$ cat config.mk
export PLATFORM = sky130hd
export DESIGN_NAME = std_fifo_prog
export DESIGN_NICKNAME = d
export VERILOG_FILES = /design/src/rtl/std_fifo_prog.sv
export SDC_FILE = /design/constraint.sdc
export NUM_CORES = 1
export LEC_CHECK = 0
export ABC_AREA = 1
export BUFFER_PORTS_ARGS = -buffer_cell sky130_fd_sc_hd__buf_2
export CORE_MARGIN = 2
export CORE_UTILIZATION = 60
export CTS_CLUSTER_DIAMETER = 60
export DETAILED_ROUTE_END_ITERATION = 8
export PLACE_DENSITY = 0.83
export SLEW_MARGIN = 20
export SYNTH_ARGS = -nofsm -noshare
export SYNTH_HDL_FRONTEND = slang
export SYNTH_SLANG_ARGS = --single-unit
$ cat constraint.sdc
create_clock -name clk -period 2.4 [get_ports clk]
set_input_delay 0.12 -clock clk [delete_from_list [all_inputs] [get_ports clk]]
set_output_delay 0.12 -clock clk [all_outputs]
set_load 0.01 [all_outputs]
$ cat src/rtl/std_fifo_prog.sv
// ============================================================================
// std_fifo_prog
// ----------------------------------------------------------------------------
// Parametrised single-clock FIFO with runtime-programmable almost-empty /
// almost-full thresholds, a full-range occupancy count and sticky
// overflow / underflow error flags.
//
// Compile-time option:
//   STD_FIFO_PROG_FWFT_EN  defined   -> first-word-fall-through: q shows the
//                                       head entry combinationally whenever
//                                       the FIFO is not empty.
//                          undefined -> registered read: data popped at edge N
//                                       appears on q after edge N and holds.
//
// Parameters:
//   WIDTH  data word width in bits (>= 1)
//   DEPTH  number of entries, power of two, >= 2
//   CW     derived width of count and thresholds (holds 0..DEPTH)
//
// Ports:
//   clk           rising-edge clock
//   rst           synchronous active-high reset
//   push, d       write request and data
//   pop, q        read request and data
//   full, empty   occupancy decodes of count
//   count         current occupancy (0..DEPTH)
//   ae_thresh     almost_empty asserted while count <= ae_thresh
//   af_thresh     almost_full asserted while count >= af_thresh
//   almost_empty  see ae_thresh
//   almost_full   see af_thresh
//   clr_err       clears overflow / underflow (a same-edge set event wins)
//   overflow      sticky: a push was rejected because the FIFO was full
//   underflow     sticky: a pop was rejected because the FIFO was empty
// ============================================================================
module std_fifo_prog #(
    parameter int   WIDTH = 8,
    parameter int   DEPTH = 16,
    localparam int  CW    = $clog2(DEPTH) + 1
) (
    input  logic             clk,
    input  logic             rst,
    input  logic             push,
    input  logic             pop,
    input  logic [WIDTH-1:0] d,
    output logic [WIDTH-1:0] q,
    output logic             full,
    output logic             empty,
    output logic [CW-1:0]    count,
    output logic             almost_empty,
    output logic             almost_full,
    input  logic [CW-1:0]    ae_thresh,
    input  logic [CW-1:0]    af_thresh,
    input  logic             clr_err,
    output logic             overflow,
    output logic             underflow
);

    localparam int AW = $clog2(DEPTH);

    logic [WIDTH-1:0] mem [DEPTH];
    logic [AW-1:0]    wr_ptr;
    logic [AW-1:0]    rd_ptr;
    logic             pop_ok;
    logic             push_ok;

    // Status decodes come straight from the count register and the live
    // threshold inputs, so a threshold change moves the flags immediately.
    assign full         = (count == CW'(DEPTH));
    assign empty        = (count == '0);
    assign almost_empty = (count <= ae_thresh);
    assign almost_full  = (count >= af_thresh);

    // A pop is only legal on stored data; a simultaneous push never rescues
    // a pop on an empty FIFO. A push at full is legal when a pop frees a slot
    // on the same edge.
    assign pop_ok  = pop && !empty;
    assign push_ok = push && (!full || pop_ok);

    // Storage is not reset; the reset edge suppresses the write so a push
    // issued during reset leaves no trace.
    always_ff @(posedge clk) begin
        if (!rst && push_ok) begin
            mem[wr_ptr] <= d;
        end
    end

    // Pointers wrap naturally at DEPTH because they are exactly log2(DEPTH)
    // bits wide. count only changes when exactly one side is accepted.
    always_ff @(posedge clk) begin
        if (rst) begin
            wr_ptr <= '0;
            rd_ptr <= '0;
            count  <= '0;
        end else begin
            if (push_ok) begin
                wr_ptr <= wr_ptr + AW'(1);
            end
            if (pop_ok) begin
                rd_ptr <= rd_ptr + AW'(1);
            end
            if (push_ok && !pop_ok) begin
                count <= count + CW'(1);
            end else if (pop_ok && !push_ok) begin
                count <= count - CW'(1);
            end
        end
    end

    // Sticky error flags: a set event on the same edge as clr_err wins.
    always_ff @(posedge clk) begin
        if (rst) begin
            overflow  <= 1'b0;
            underflow <= 1'b0;
        end else begin
            if (push && !push_ok) begin
                overflow <= 1'b1;
            end else if (clr_err) begin
                overflow <= 1'b0;
            end
            if (pop && !pop_ok) begin
                underflow <= 1'b1;
            end else if (clr_err) begin
                underflow <= 1'b0;
            end
        end
    end

`ifdef STD_FIFO_PROG_FWFT_EN
    // Head entry is always on the output; its value while empty is
    // meaningless and consumers must qualify it with empty.
    assign q = mem[rd_ptr];
`else
    // Registered read. At full with push+pop the write lands on the slot being
    // read; the non-blocking read returns the old head, which is correct.
    logic [WIDTH-1:0] q_reg;

    always_ff @(posedge clk) begin
        if (rst) begin
            q_reg <= '0;
        end else if (pop_ok) begin
            q_reg <= mem[rd_ptr];
        end
    end

    assign q = q_reg;
`endif

endmodule

==> impl_metrics.py <==
metrics = {
    "drt": {
        "num_vias": 5108,
        "first_pass_iters": 6,
        "wire_per_inst_um": 16.5,
        "drc": 0,
        "wl_mm": 15.3,
        "drt.antenna.violating_nets": 0,
        "drt_iter0_markers": 583,
        "detail_route.vias_per_cell": 5.49,
    },
    "synth": {
        "syn_inst": 714,
        "synth_seq_cells": 151,
        "syn-mean-instance-area_sq_um": 9.71,
        "synth_cell_types": 28,
        "synthesis.nets": 757,
        "yosysSeqAreaShare_pct": 62.1,
        "syn_area_sq_um": 6930,
        "yosysWarnings": 0,
    },
    "placed_design": {
        "place.port_buffers": 41,
        "dp_hpwl_mm": 9.83,
        "gp_routability_congestion": 0.877,
        "place_ws_ns": -0.111,
    },
    "sta": {
        "fin_crit_sh_pct": 92.8,
        "relSlewSlack_pct": 54.0,
        "period_minus_slack_ns": 2.23,
        "rsz0062_at_grt": "no",
        "whs_ns": 0.0211,
        "max_slew.worst_pin.slew_ns": 0.690,
        "hold_violations": 0,
        "tns_ns": 0,
        "fmax_mhz": 449,
        "drv_slew": 0,
        "fin_skew_ns": 0.00588,
        "timing.final.ws_setup_ns": 0.173,
        "setup_viol": 0,
    },
    "critical_path": {
        "crit_type": "reg -> reg",
        "startpoint_type": "register",
        "path_cells": "inv_4, nand3_2, nor2_4, nand2_4, nand2_2, inv_2, ha_2, inv_2, ha_2, a21oi_2, nand2_1, xor2_1, o21ai_1, inv_1",
        "crit_fanout": 7,
        "rrSetupSlack_ns": 0.17,
        "reg2reg_depth": 14,
        "cp-end-kind": "register",
        "cpPeakStageDelay_ns": 0.36,
        "slowest_stage": "dfxtp_1",
        "cp.required_ns": 2.71,
        "crit_arrival_ns": 2.54,
    },
    "cts": {
        "cts_sinks": 151,
        "clk_path_buf_depth": 2,
        "clock_latency_ns": 0.42,
        "root_buffer": "clkbuf_16",
        "clk_pin_slew_ns": 0.06,
        "htree_levels": 4,
        "cts_tree": "done",
        "numCtsBuffers": 17,
    },
    "status": {
        "status": "completed",
    },
    "floorplanning": {
        "core_area_sq_um": 11400,
        "die_w_um": 111,
        "die_h_um": 111,
        "initial_core_util_pct": 61.0,
        "row_count": 39,
        "dieArea_sq_um": 12400,
        "ioPinCount": 42,
    },
    "grt": {
        "grt_antenna_before_repair": 0,
        "grt_pass1_wl_mm": 24.8,
        "grt_remaining_overflow": 0,
        "groute.usage.overall_pct": 25.8,
        "grt_max_degree": 67,
        "grt_pass1_vias": 5053,
    },
    "final_layout": {
        "ff_latch_area_sq_um": 4310,
        "largest_register_ffs": 128,
        "n_antenna_cell": 0,
        "layout_common_cells": "nand2_1 (218), edfxtp_1 (128), nand3_1 (101), inv_1 (96), nor2_1 (43)",
        "area_growth_pct": 14.8,
        "drive_gt1_share_pct": 15.9,
        "multi_input_area_sq_um": 2080,
        "fill_cells": 779,
        "final_nets": 818,
        "final_common_cell": "nand2_1",
    },
    "job": {
        "drv_cap": 0,
    },
    "pwr": {
        "ir_worst_vdd_v": 0.000664,
        "power_mw": 7.84,
        "p_per_area_nw_per_um2": 986,
        "p_leak_nw": 3.55,
    },
    "worst_hold_path": {
        "hold_depth": 3,
        "hold_path.class": "in -> reg",
    },
}
-- Yosys cell counts --
cell type | count | area share, %
inv_1 | 98 | 5.3
fa_1 | 1 | 0.29
buf_1 | 1 | 0.054
buf_4 | 8 | 0.87
xnor2_1 | 1 | 0.13
nor2_4 | 1 | 0.16
nand4_2 | 1 | 0.18
clkinv_1 | 2 | 0.11
nor2_1 | 43 | 2.3
ha_1 | 19 | 3.4
nor2_2 | 2 | 0.18
nand2_2 | 1 | 0.090
a21oi_1 | 15 | 1.1
clkbuf_1 | 5 | 0.27
nand2_1 | 218 | 12
nand3b_1 | 1 | 0.11
o21ai_0 | 10 | 0.72
nand2_4 | 6 | 0.97
o21bai_1 | 2 | 0.22
nand3_1 | 102 | 7.4
a21o_1 | 1 | 0.11
inv_2 | 5 | 0.27
edfxtp_1 | 128 | 55
dfxtp_1 | 23 | 6.6
o22ai_1 | 1 | 0.090
buf_2 | 13 | 0.94
buf_6 | 2 | 0.32
xor2_1 | 4 | 0.51
-- final timing paths --
path	start	endpoint
worst max register to register	count[0]$_SDFFE_PP0P_	count[3]$_SDFFE_PP0P_
worst min register to register	overflow$_SDFFE_PP0P_	overflow$_SDFFE_PP0P_
worst min-delay path	push	wr_ptr[3]$_SDFFE_PP0N_
worst max-delay path	count[0]$_SDFFE_PP0P_	count[3]$_SDFFE_PP0P_
-- repair_timing --
action                                  CTS  global route
endpoints found under the hold margin     2             0
endpoints found under the setup margin    1             2
hold buffers                              2             0
resized for setup                         2             9
pin swaps                                 1             2
setup buffers                             1             2
-- per-stage QoR --
stage,cells,utilization [%],cell area (sq um)
after CTS,929,69.6,7920
after floorplan,714,-,6930
final,931,70.0,7960
after detailed placement,894,64.5,7330
after global placement,894,64.5,7330
after global routing,931,70.0,7960
-- where the power goes --
part           switching (mW)  internal [mW]  total, mW
registers              0.0871           2.98       3.07
logic                    1.52          0.782       2.30
clock network            1.05           1.43       2.48
total                    2.65           5.19       7.84
-- logic make-up (layout without fill, tap and decap cells) --
| kind of cell | count (synthesis) | count (layout) | share of synthesized area, % |
|---|---|---|---|
| simple gates | 375 | 375 | 23.2 |
| flops | 151 | 151 | 62.1 |
| buf+inv | 134 | 208 | 8.14 |
| compound gates | 29 | 29 | 2.22 |
| fa+ha+maj | 20 | 20 | 3.72 |
| xor+xnor | 5 | 5 | 0.632 |
-- worst max-delay path: cells and delay by family (launching register included) --
family,cells,cell delay (ns)
AOI/OAI and AO/OA,2,0.30
xor gates and xnor gates,1,0.14
adders and majority gates,2,0.50
buffers and inverters,4,0.31
DFF,1,0.36
and+or+nand+nor,5,0.50
-- final cells by class --
cell class | instances | area share (%)
tap | 143 | 2.25
multi-input combinational | 429 | 26.2
timing repair buffer | 71 | 5.47
clock inverter | 14 | 1.59
inverter | 105 | 4.99
clock buffer | 18 | 5.39
sequential | 151 | 54.1
-- layer usage --
layer  vias to the layer above  part of all wire, %  track usage [%]
li1                       2434                    -                -
met1                      2379                   39             32.2
met2                       244                   50             43.4
met3                        51                  7.1             5.06
met4                         0                  3.7             13.1
met5                         -                    0                0
(Power assumes the default switching activity.)
